===== config.mk =====
export PLATFORM = sky130hd
export DESIGN_NAME = writeback_queue
export DESIGN_NICKNAME = d
export VERILOG_FILES = /design/src/rtl/writeback_queue.sv
export SDC_FILE = /design/constraint.sdc
export NUM_CORES = 1
export LEC_CHECK = 0
export BUFFER_PORTS_ARGS = -buffer_cell sky130_fd_sc_hd__buf_2
export CORE_ASPECT_RATIO = 0.8
export CORE_MARGIN = 8
export CORE_UTILIZATION = 23
export CTS_BUF_LIST = sky130_fd_sc_hd__clkbuf_8
export DETAILED_ROUTE_END_ITERATION = 16
export PLACE_DENSITY_LB_ADDON = 0.2
export SETUP_SLACK_MARGIN = 0.2
export SLEW_MARGIN = 20
export SYNTH_ARGS = -nofsm -noshare
export SYNTH_HDL_FRONTEND = slang
export SYNTH_SLANG_ARGS = --single-unit

===== constraint.sdc =====
create_clock -name clk -period 6.05 [get_ports clk]
set_input_delay 0.3025 -clock clk [delete_from_list [all_inputs] [get_ports clk]]
set_output_delay 0.3025 -clock clk [all_outputs]
set_load 0.005 [all_outputs]

===== src/rtl/writeback_queue.sv =====
// Writeback queue: buffers load/ALU results ahead of the register bank write port
// and forwards the youngest pending value for two read addresses.
module writeback_queue #(
  parameter int unsigned REGISTER_SIZE = 32,
  parameter int unsigned ADDRESS_SIZE  = 5,
  parameter int unsigned DEPTH         = 4
) (
  input  logic                     clk,
  input  logic                     reset,
  input  logic                     mem_valid,
  input  logic [ADDRESS_SIZE-1:0]  mem_addr,
  input  logic [REGISTER_SIZE-1:0] mem_data,
  output logic                     mem_ready,
  input  logic                     alu_valid,
  input  logic [ADDRESS_SIZE-1:0]  alu_addr,
  input  logic [REGISTER_SIZE-1:0] alu_data,
  output logic                     alu_ready,
  input  logic                     stall,
  output logic                     rf_write,
  output logic [ADDRESS_SIZE-1:0]  rf_addr,
  output logic [REGISTER_SIZE-1:0] rf_data,
  input  logic [ADDRESS_SIZE-1:0]  fwd_addr1,
  input  logic [ADDRESS_SIZE-1:0]  fwd_addr2,
  output logic                     fwd_hit1,
  output logic                     fwd_hit2,
  output logic [REGISTER_SIZE-1:0] fwd_data1,
  output logic [REGISTER_SIZE-1:0] fwd_data2,
  output logic [ADDRESS_SIZE-1:0]  count,
  output logic                     full,
  output logic                     empty
);

  localparam int unsigned PW = $clog2(DEPTH);
  localparam int unsigned CW = PW + 1;

  logic [PW-1:0]            head_q, head_d;
  logic [PW-1:0]            tail_q, tail_d;
  logic [CW-1:0]            count_q, count_d;
  logic [ADDRESS_SIZE-1:0]  addr_q [DEPTH];
  logic [REGISTER_SIZE-1:0] data_q [DEPTH];

  logic                     mem_acc, alu_acc, push, pop;
  logic [ADDRESS_SIZE-1:0]  push_addr;
  logic [REGISTER_SIZE-1:0] push_data;
  logic [PW-1:0]            idx;

  assign full      = (count_q == CW'(DEPTH));
  assign empty     = (count_q == '0);
  assign count     = ADDRESS_SIZE'(count_q);
  assign mem_ready = !full;
  assign alu_ready = !full && !mem_valid;
  assign mem_acc   = mem_valid && mem_ready;
  assign alu_acc   = alu_valid && alu_ready;
  assign push_addr = mem_acc ? mem_addr : alu_addr;
  assign push_data = mem_acc ? mem_data : alu_data;
  // Writes to r0 are swallowed: handshake completes but nothing is queued.
  assign push      = (mem_acc || alu_acc) && (push_addr != '0);
  assign pop       = !empty && !stall;

  assign rf_write  = pop;
  assign rf_addr   = empty ? '0 : addr_q[head_q];
  assign rf_data   = empty ? '0 : data_q[head_q];

  always_comb begin
    head_d  = pop  ? head_q + 1'b1 : head_q;
    tail_d  = push ? tail_q + 1'b1 : tail_q;
    count_d = count_q;
    if (push && !pop) begin
      count_d = count_q + 1'b1;
    end else if (pop && !push) begin
      count_d = count_q - 1'b1;
    end
  end

  always_ff @(posedge clk) begin
    if (!reset) begin
      head_q  <= '0;
      tail_q  <= '0;
      count_q <= '0;
    end else begin
      head_q  <= head_d;
      tail_q  <= tail_d;
      count_q <= count_d;
    end
  end

  always_ff @(posedge clk) begin
    if (reset && push) begin
      addr_q[tail_q] <= push_addr;
      data_q[tail_q] <= push_data;
    end
  end

  // Walk oldest to youngest so a later match overrides an earlier one.
  always_comb begin
    fwd_hit1  = 1'b0;
    fwd_hit2  = 1'b0;
    fwd_data1 = '0;
    fwd_data2 = '0;
    idx       = '0;
    for (int k = 0; k < DEPTH; k++) begin
      idx = head_q + PW'(k);
      if (CW'(k) < count_q) begin
        if (fwd_addr1 != '0 && addr_q[idx] == fwd_addr1) begin
          fwd_hit1  = 1'b1;
          fwd_data1 = data_q[idx];
        end
        if (fwd_addr2 != '0 && addr_q[idx] == fwd_addr2) begin
          fwd_hit2  = 1'b1;
          fwd_data2 = data_q[idx];
        end
      end
    end
  end

endmodule


# Yosys cells after proc, flatten, opt, wreduce, memory -nomap -nowiden
# Memories as Yosys holds them, arrays and structs flattened. A register that Yosys moved wholly into a read port is not among the register bits.
# Index checks and enable logic that the tools add are counted.
# totals
latch_bits	0
word_cells	96
mem_bits_rw	148
input_bits	89
reg_bits	7
mem_bits_ro	0
out_inout_bits	113
memories	2
# op_classes
eq_ne	9
mux	44
n_addsub	6
n_reduce_logical	28
n_shift	0
n_div	0
mul	0
bitwise	0
order_cmp	4
# mem_list
name	depth	word_bits	read_ports	rd_ports_with_merged_regs	wr	line_no	rtl
data_q	4	32	4	1	1	40	logic [REGISTER_SIZE-1:0] data_q [DEPTH];
addr_q	4	5	4	1	1	39	logic [ADDRESS_SIZE-1:0] addr_q [DEPTH];
# op_table
cell	count
32-bit two-way mux	18
5-bit == test	8
1-bit two-way mux	18
1-bit logical AND	16
5-bit nonzero test	3
5-bit two-way mux	2
2-bit two-way mux	4
1-bit zero test	6
1-bit by 3-bit less-than comparator with 1-bit output (first input constant)	2
2-bit by 3-bit less-than comparator with 1-bit output (first input constant)	2
3-bit two-way mux	2
2-bit by 1-bit adder with 2-bit output (second input constant)	2
2-bit adder (second input constant)	2
3-bit by 1-bit adder with 3-bit output (second input constant)	1
3-bit == test (second input constant)	1
3-bit zero test	1
3-bit by 1-bit subtractor with 3-bit output (second input constant)	1
2-bit nonzero test	1
1-bit logical OR	1

# Longest topological paths before layout
# Gate-level depths: netlist of run 1.
# logic_depth
ltp_word	10
depth_mapped	11
depth_no_buf	10

# Worst setup path after synthesis of run 1
# No wires, ideal clock.
# synth_path
path_type	register to register
from	register count_q[0]
to	memory addr_q[1][0] (enable)
t_arrival_ns	2.887
path_stages_with_launch	9
setup_time_ns	0.398
path_buffers	1
setup_slack_ns	2.765
path_cell_list	dfxtp_1 inv_1 ha_1 a21boi_0 clkbuf_1 mux2_2 nor3_1 a21oi_1 and3_1
# synth_via
elab_chain_len	9
# synth_lines
element	line_no	rtl
start: declaration	38	logic [CW-1:0] count_q, count_d;
start signal: assignment	83	count_q <= count_d;
3-bit == test	47	assign full = (count_q == CW'(DEPTH));
1-bit zero test	50	assign mem_ready = !full;
1-bit logical AND	52	assign mem_acc = mem_valid && mem_ready;
5-bit two-way mux	54	assign push_addr = mem_acc ? mem_addr : alu_addr;
named net push_addr[2]	43	logic [ADDRESS_SIZE-1:0] push_addr;
5-bit nonzero test	57	assign push = (mem_acc || alu_acc) && (push_addr != '0);
1-bit logical AND	57	
1-bit logical AND	88	if (reset && push) begin
1-bit two-way mux	88	
1-bit two-way mux (implied by the code)	89	addr_q[tail_q] <= push_addr;
end: declaration	39	
# The timed path passes the listed nets, and every way through them passes these cells.

# Worst setup path after layout of run 1
# layout_path
from	register head_q[0]
to	output port fwd_data1[14]
# layout_via
elab_chain_len	10
# layout_lines
element	line_no	rtl
start: declaration	36	logic [PW-1:0] head_q, head_d;
start signal: assignment	77	head_q <= '0;
start signal: assignment	81	head_q <= head_d;
2-bit by 1-bit adder with 2-bit output	102	idx = head_q + PW'(k);
memory read 4 x 5 bit	--	
5-bit == test	104	if (fwd_addr1 != '0 && addr_q[idx] == fwd_addr1) begin
1-bit logical AND	104	
32-bit two-way mux	104	
32-bit two-way mux	103	if (CW'(k) < count_q) begin
32-bit two-way mux	104	
32-bit two-way mux	103	
32-bit two-way mux	104	
32-bit two-way mux *	103	
end: declaration	26	output logic [REGISTER_SIZE-1:0] fwd_data1,
# Mark *: on every way between the ends. The rest lies on a longest branch, timed or not.

==> results by group, run 1 <==
Run status
  – Run status: finished clean

Worst setup path
  – Worst Path Buf+Inv: 2
  – WS Path Type: reg -> out
  – Worst R2R Start: count_q[0]
  – Slowest cell on crit path: dfxtp_4
  – Crit-path cells: mux4_2 > xnor2_1 > nand4_1 > or4_2 > buf_4 > and2_4 > a211oi_2 > buf_2
  – Reg2reg setup slack: 1.99 ns
  – CP top delay family: simple AND/OR/NAND/NOR gates
  – CP peak stage delay: 0.92 ns
  – Required @ worst endpoint: 5.75 ns
  – CP max FO: 52
  – RR Endpoint: data_q[3][27]
  – Critical path arrival: 4.52 ns
  – Critical Path Source: head_q[0]
  – CP Capture Type: output pin
  – Crit path launch type: flop
  – Reg2reg path depth: 8

CTS
  – CTS tree: done
  – Hold_buf cts: 0
  – Clock tree sinks: 157
  – H-tree Lvls: 4
  – Clk slew on worst S/H paths: 0.11 ns
  – Post-cts repair resize count: 0
  – Worst-skew pair later-pin latency: 0.48 ns
  – CTS root buf: clkbuf_8
  – CTS Buffer Depth: 2
  – Setup bufs post-CTS: 0
  – CTS Buf Count: 17

Timing
  – Clk_skew: 0.0215 ns
  – RSZ-0062 raised after global routing: no
  – Worst hold slack: 0.149 ns
  – Period utilization: 0.798
  – Setup tns final: 0 ns
  – Post-layout min period: 4.83 ns
  – Setup-failing EPs final: 0
  – Slew headroom: 0.333
  – Fmax: 207 MHz
  – Total count of hold-check failures in the final report: 0
  – Actual slew at the worst max-slew pin: 1.00 ns
  – Slew Limit Fails: 0

Logic synthesis
  – Yosys warns: 0
  – Post-synth top area share: 0.369
  – Mapped cell area: 12000 um2
  – Dominant cell type by area after synthesis: edfxtp_1
  – Distinct cells, synth: 48
  – Seq/Total Area, Yosys: 0.384
  – Most frequent cell after synthesis: edfxtp_1
  – Top cells by area, synth: edfxtp_1, mux4_2, mux2_2
  – Average size of a mapped cell: 11.2 um2
  – Ys flop type: edfxtp_1
  – Post-synth EDFFs: 148
  – Seq cells post-synth: 157
  – FFs w/ async S/R, synth: 0
  – Post-synth top cells: edfxtp_1, mux4_2, clkbuf_1, nor3_1, o21ai_0
  – Post-synthesis cell count: 1075

Die
  – Number of core rows: 75
  – Initial core utilization: 0.231
  – Die Y: 221 um
  – Io pins: 202
  – Die area: 59900 um2
  – Core box area: 52100 um2
  – Die span in x: 272 um

Route
  – Final wirelength: 44800 um
  – WL/cell: 23.5 um
  – DR iter-0 viols: 889
  – DR vias: 9716
  – Residual DRC: 0
  – 1st-pass router iterations: 5
  – Post-DRT Antenna Nets: 0
  – Vias per cell: 5.11

Job
  – Maxcap violations: 0

Pwr
  – Part of the power in registers: 0.322
  – Power share of the clock group: 0.163
  – Sw frac: 0.432
  – Net Sw Power: 2.28 mW
  – Pwr Density: 377 nW/um2
  – Power Internal: 3.00 mW
  – Leakage power: 4.83 nW
  – Max VDD drop: 0.000158 V
  – Comb pwr share: 0.515

Layout
  – Area delta synth->final: 16.4%
  – Antenna diodes: 0
  – Fillers: 5445
  – Layout cells sized above 1: 0.376
  – Final Net Count: 1294

Placed design
  – Hpwl dp: 30200 um
  – Port bufs: 199
  – Final GP Congestion: 0.773

Global routing
  – First-pass GRT wire length: 65500 um
  – GRT Total Usage: 0.145
  – Largest net degree at the start of global routing: 63
  – GRT overflow: 0
  – Initial antenna violation count: 1
  – Vias in the first global route: 9923

Hold path
  – Worst hold path class: in -> reg
  – Hold Path Depth: 2
  – Hold path start: reset
## cell type report
class,instances,area (um2),share of cell area
Clock buffer,17,234,0.0167
Clock inverter,15,188,0.0134
Inverter,39,146,0.0104
Multi-Input combinational cell,764,6810,0.486
Sequential cell,157,4640,0.331
Tap cell,693,867,0.0619
Timing Repair Buffer,217,1130,0.0807
## cells in the final DEF (no fill, tap or decap), types with 11 or more instances in the layout
cell type / count
nor3_1: 71
nor2_1: 66
a211oi_2: 29
nand2_1: 40
mux4_2: 84
and2_1: 36
or3_1: 29
buf_2: 199
edfxtp_1: 148
mux2_2: 69
mux2i_1: 33
o21a_1: 27
xnor2_1: 35
a31oi_1: 32
o21ai_0: 70
o32ai_1: 26
inv_1: 38
o311a_1: 26
nor2b_1: 11
clkbuf_8: 17
buf_4: 18
## kinds of logic (layout without fill, tap and decap cells)
logic type | count (synthesis) | in the layout | share of synthesized area
AO/OA/AOI/OAI | 237 | 237 | 0.149
adder cells (fa/ha/maj) | 9 | 9 | 0.00936
multiplexers | 186 | 186 | 0.249
AND/OR/NAND/NOR | 288 | 288 | 0.122
buffers and inverters | 155 | 288 | 0.0553
flip-flops | 157 | 157 | 0.384
other | 1 | 2 | 0.000312
XOR/XNOR | 42 | 42 | 0.0306
## stage by stage
step | util | total power [mW] | instance area (um2) | worst slack [ns] | instances
after CTS | 0.269 | 5.36 | 14000 | 1.17 | 1902
final | 0.269 | 5.29 | 14000 | 1.22 | 1902
after detailed placement | 0.261 | 4.49 | 13600 | 1.73 | 1870
after global routing | 0.269 | 5.64 | 14000 | 1.04 | 1902
after global placement | 0.261 | 4.48 | 13600 | 1.74 | 1870
after floorplan | - | 3.46 | 12000 | 2.77 | 1076
## routing by layer
layer / wire length, um / track usage / vias up
met5: 0 / 0 / -
met1: 20600 / 0.201 / 4894
met2: 20500 / 0.229 / 361
met4: 996 / 0.0413 / 0
met3: 2780 / 0.0276 / 44
li1: - / - / 4417
## power by group through the flow
| stage | clock (mW) | sequential, mW | combinational (mW) |
|---|---|---|---|
| after global routing | 0.921 | 1.75 | 2.97 |
| after detailed placement | 0 | 1.74 | 2.76 |
| final | 0.859 | 1.70 | 2.73 |
| after floorplan | 0 | 1.50 | 1.96 |
| after global placement | 0 | 1.73 | 2.75 |
| after CTS | 0.877 | 1.71 | 2.77 |
## worst max-delay path by stage
stage | depth (start not counted) | slack (ns) | endpoint
after CTS | 8 | 1.17 | fwd_data1[0]
after floorplan | 8 | 2.77 | addr_q[1][0]
final | 8 | 1.22 | fwd_data1[14]
after global routing | 8 | 1.04 | fwd_data1[14]
after detailed placement | 8 | 1.73 | fwd_data1[0]
after global placement | 8 | 1.74 | fwd_data1[0]
## sequential cells by signal (all words and copies together), names as in the netlist, named ones only
register and cells:
data_q 128, addr_q 20, count_q 3, head_q 2, tail_q 2
## worst reg2reg max path, cell delays in order (launching register included)
cell      delay, ns
dfxtp_1        0.52
inv_1          0.12
ha_1           0.28
a21boi_4       0.53
mux2_2         0.37
nor3_1         0.11
a21oi_1        0.48
and3_2         0.94
buf_4          0.40
Power figures use the tool's default switching activity.
==> run 2, diff against run 1 <==
- clock period: 6.05 -> 4.71 ns (I/O delays scaled with it)
==> run 2 against run 1 <==
Clock skew grew 0.00054 ns. First-iteration DRC count shrank 8.3%. Final cell count grew 0.32%. Register-to-register slack lost 0.74 ns. Critical endpoint is now fwd_data2[31]. Largest power group unchanged. Via count grew 0.47%. Global-route usage grew 0.11 points. Clock-buffer cell count is the same. Largest cell class unchanged.
==> results by group, run 2 (synthesis gave the netlist of run 1 again) <==
Hold path
  – Hold path start: reset (unchanged)
  – Worst hold path class: in -> reg (unchanged)
  – Hold EP: tail_q[1]
  – Hold Path Depth: 2 (unchanged)

Route
  – Vias per cell: 5.12 (was 5.11)
  – Final wirelength: 45200 um (was 44800 um)
  – Met3 wire len: 2630 um (was 2780 um)
  – Highest routed layer: met5 (was met4)
  – DR vias: 9762 (was 9716)
  – 1st-pass router iterations: 5 (unchanged)
  – DR iter-0 viols: 815 (was 889)
  – Residual DRC: 0 (unchanged)
  – Met2 wire length: 21200 um (was 20500 um)
  – Detailed-routing wirelength on met1: 20700 um (was 20600 um)
  – WL/cell: 23.7 um (was 23.5 um)
  – Post-DRT Antenna Nets: 0 (unchanged)

Worst setup path
  – Reg2reg setup slack: 1.25 ns (was 1.99 ns)
  – Slowest cell on crit path: dfxtp_4 (unchanged)
  – Worst R2R Start: count_q[0] (unchanged)
  – Required @ worst endpoint: 4.47 ns (was 5.75 ns)
  – CP peak stage delay: 0.71 ns (was 0.92 ns)
  – Reg2reg path depth: 9 (was 8)
  – Crit path launch type: flop (unchanged)
  – RR Endpoint: count_q[2] (was data_q[3][27])
  – CP Capture Type: output pin (unchanged)
  – WS Path Type: reg -> out (unchanged)
  – Critical path arrival: 4.07 ns (was 4.52 ns)
  – Crit-path cells: mux4_2 > xor2_1 > or3_2 > or2_0 > a31oi_1 > a311oi_1 > buf_2 (was mux4_2 > xnor2_1 > nand4_1 > or4_2 > buf_4 > and2_4 > a211oi_2 > buf_2)
  – CP max FO: 41 (was 52)

Timing
  – Setup-failing EPs final: 0 (unchanged)
  – Post-layout min period: 4.30 ns
  – Actual slew at the worst max-slew pin: 0.979 ns (was 1.00 ns)
  – Fmax: 232 MHz
  – Setup tns final: 0 ns (unchanged)
  – RSZ-0062 raised after global routing: no (unchanged)
  – Period utilization: 0.914
  – Clk_skew: 0.0221 ns (was 0.0215 ns)
  – Total count of hold-check failures in the final report: 0 (unchanged)
  – Slew Limit Fails: 0 (unchanged)
  – Slew headroom: 0.347 (was 0.333)

CTS
  – Setup bufs post-CTS: 0 (unchanged)
  – Worst-skew pair later-pin latency: 0.47 ns (was 0.48 ns)
  – Clock tree sinks: 157 (unchanged)
  – Clk slew on worst S/H paths: 0.10 ns (was 0.11 ns)
  – CTS Buf Count: 17 (unchanged)
  – CTS root buf: clkbuf_8 (unchanged)
  – CTS tree: done (unchanged)
  – CTS Buffer Depth: 2 (unchanged)
  – Hold_buf cts: 0 (unchanged)
  – H-tree Lvls: 4 (unchanged)

Pwr
  – Max VDD drop: 0.000195 V (was 0.000158 V)
  – Leakage power: 4.86 nW (was 4.83 nW)
  – Pwr Density: 477 nW/um2 (was 377 nW/um2)
  – Final Total Pwr: 6.71 mW (was 5.29 mW)

Placed design
  – Hpwl dp: 29900 um (was 30200 um)
  – Port bufs: 199 (unchanged)
  – Final GP Congestion: 0.756 (was 0.773)

Global routing
  – Largest net degree at the start of global routing: 74 (was 63)
  – Initial antenna violation count: 3 (was 1)
  – First-pass GRT wire length: 66200 um (was 65500 um)
  – GRT Total Usage: 0.146 (was 0.145)
  – Vias in the first global route: 10000 (was 9923)
  – GRT overflow: 0 (unchanged)

Die
  – Die area: 59900 um2 (unchanged)
  – Core box area: 52100 um2 (unchanged)
  – Number of core rows: 75 (unchanged)
  – Die span in x: 272 um (unchanged)
  – Initial core utilization: 0.231 (unchanged)
  – Io pins: 202 (unchanged)
  – Die Y: 221 um (unchanged)

Layout
  – Final Net Count: 1300 (was 1294)
  – Layout cells sized above 1: 0.374 (was 0.376)
  – Most common cell after layout, fill and taps aside: buf_2 (unchanged)
  – Area delta synth->final: 16.9% (was 16.4%)
  – Most frequent cells in the layout: buf_2, edfxtp_1, mux4_2 (unchanged)
  – Antenna diodes: 0 (unchanged)
  – Number of flip-flops in the largest register: 128 (unchanged)
  – Biggest regs: data_q x128, addr_q x20, count_q x3 (unchanged)
  – Fillers: 5416 (was 5445)
  – Biggest register: data_q (unchanged)

Job
  – Maxcap violations: 0 (unchanged)

Run status
  – Run status: finished clean (unchanged)
-- run 2: per-stage QoR --
step           setup WS, ns  hold slack, ns  cells  instance area (um2)   util
6_report              0.407          0.0990   1908                14100  0.270
5_1_grt               0.237          0.0924   1908                14100  0.270
4_1_cts               0.298          0.0680   1908                14100  0.270
3_5_place_dp          0.838           0.517   1876                13700  0.263
3_3_place_gp          0.858           0.517   1876                13700  0.263
2_1_floorplan          1.43           0.389   1076                12000      -
-- run 2: timing repair --
action,CTS,global route
setup endpoints to repair,0,8
hold endpoints to repair,0,0
resized for setup,0,1
-- run 2: per-layer routing --
layer / up-vias / global-route usage
li1: 4434 / -
met1: 4943 / 0.197
met2: 345 / 0.240
met3: 38 / 0.0303
met4: 2 / 0.0344
met5: - / 0
-- run 2: final cells by class --
| cell class | count | area, um2 | area share |
|---|---|---|---|
| clock buffers | 17 | 234 | 0.0166 |
| clock inverters | 15 | 136 | 0.00969 |
| inverters | 39 | 146 | 0.0104 |
| multi-input cells | 764 | 6810 | 0.484 |
| flip-flops and latches | 157 | 4640 | 0.330 |
| well taps | 693 | 867 | 0.0616 |
| repair buffers | 223 | 1240 | 0.0883 |
-- run 2: power by group --
group          total, mW  switching [mW]  internal [mW]
registers           2.06           0.249           1.82
clock network      0.979           0.521          0.458
logic               3.67            2.13           1.54
-- run 2: how the worst max path moves through the flow --
stage	start	end	depth (start not counted)
after global routing	head_q[1]	fwd_data1[14]	7
final	head_q[1]	fwd_data2[31]	7
after CTS	head_q[0]	fwd_data2[21]	8
after detailed placement	head_q[0]	fwd_data2[21]	8
after floorplan	count_q[0]	addr_q[1][0]	8
after global placement	head_q[0]	fwd_data2[21]	8
-- run 2: worst max-delay path, delay by kind of cell (launching register included) --
family,cells,cell delay [ns]
AND/OR/NAND/NOR,2,1.29
XOR/XNOR,1,0.15
flip-flops,1,0.71
AO/OA/AOI/OAI,2,0.77
multiplexers,1,0.43
buffers and inverters,1,0.23
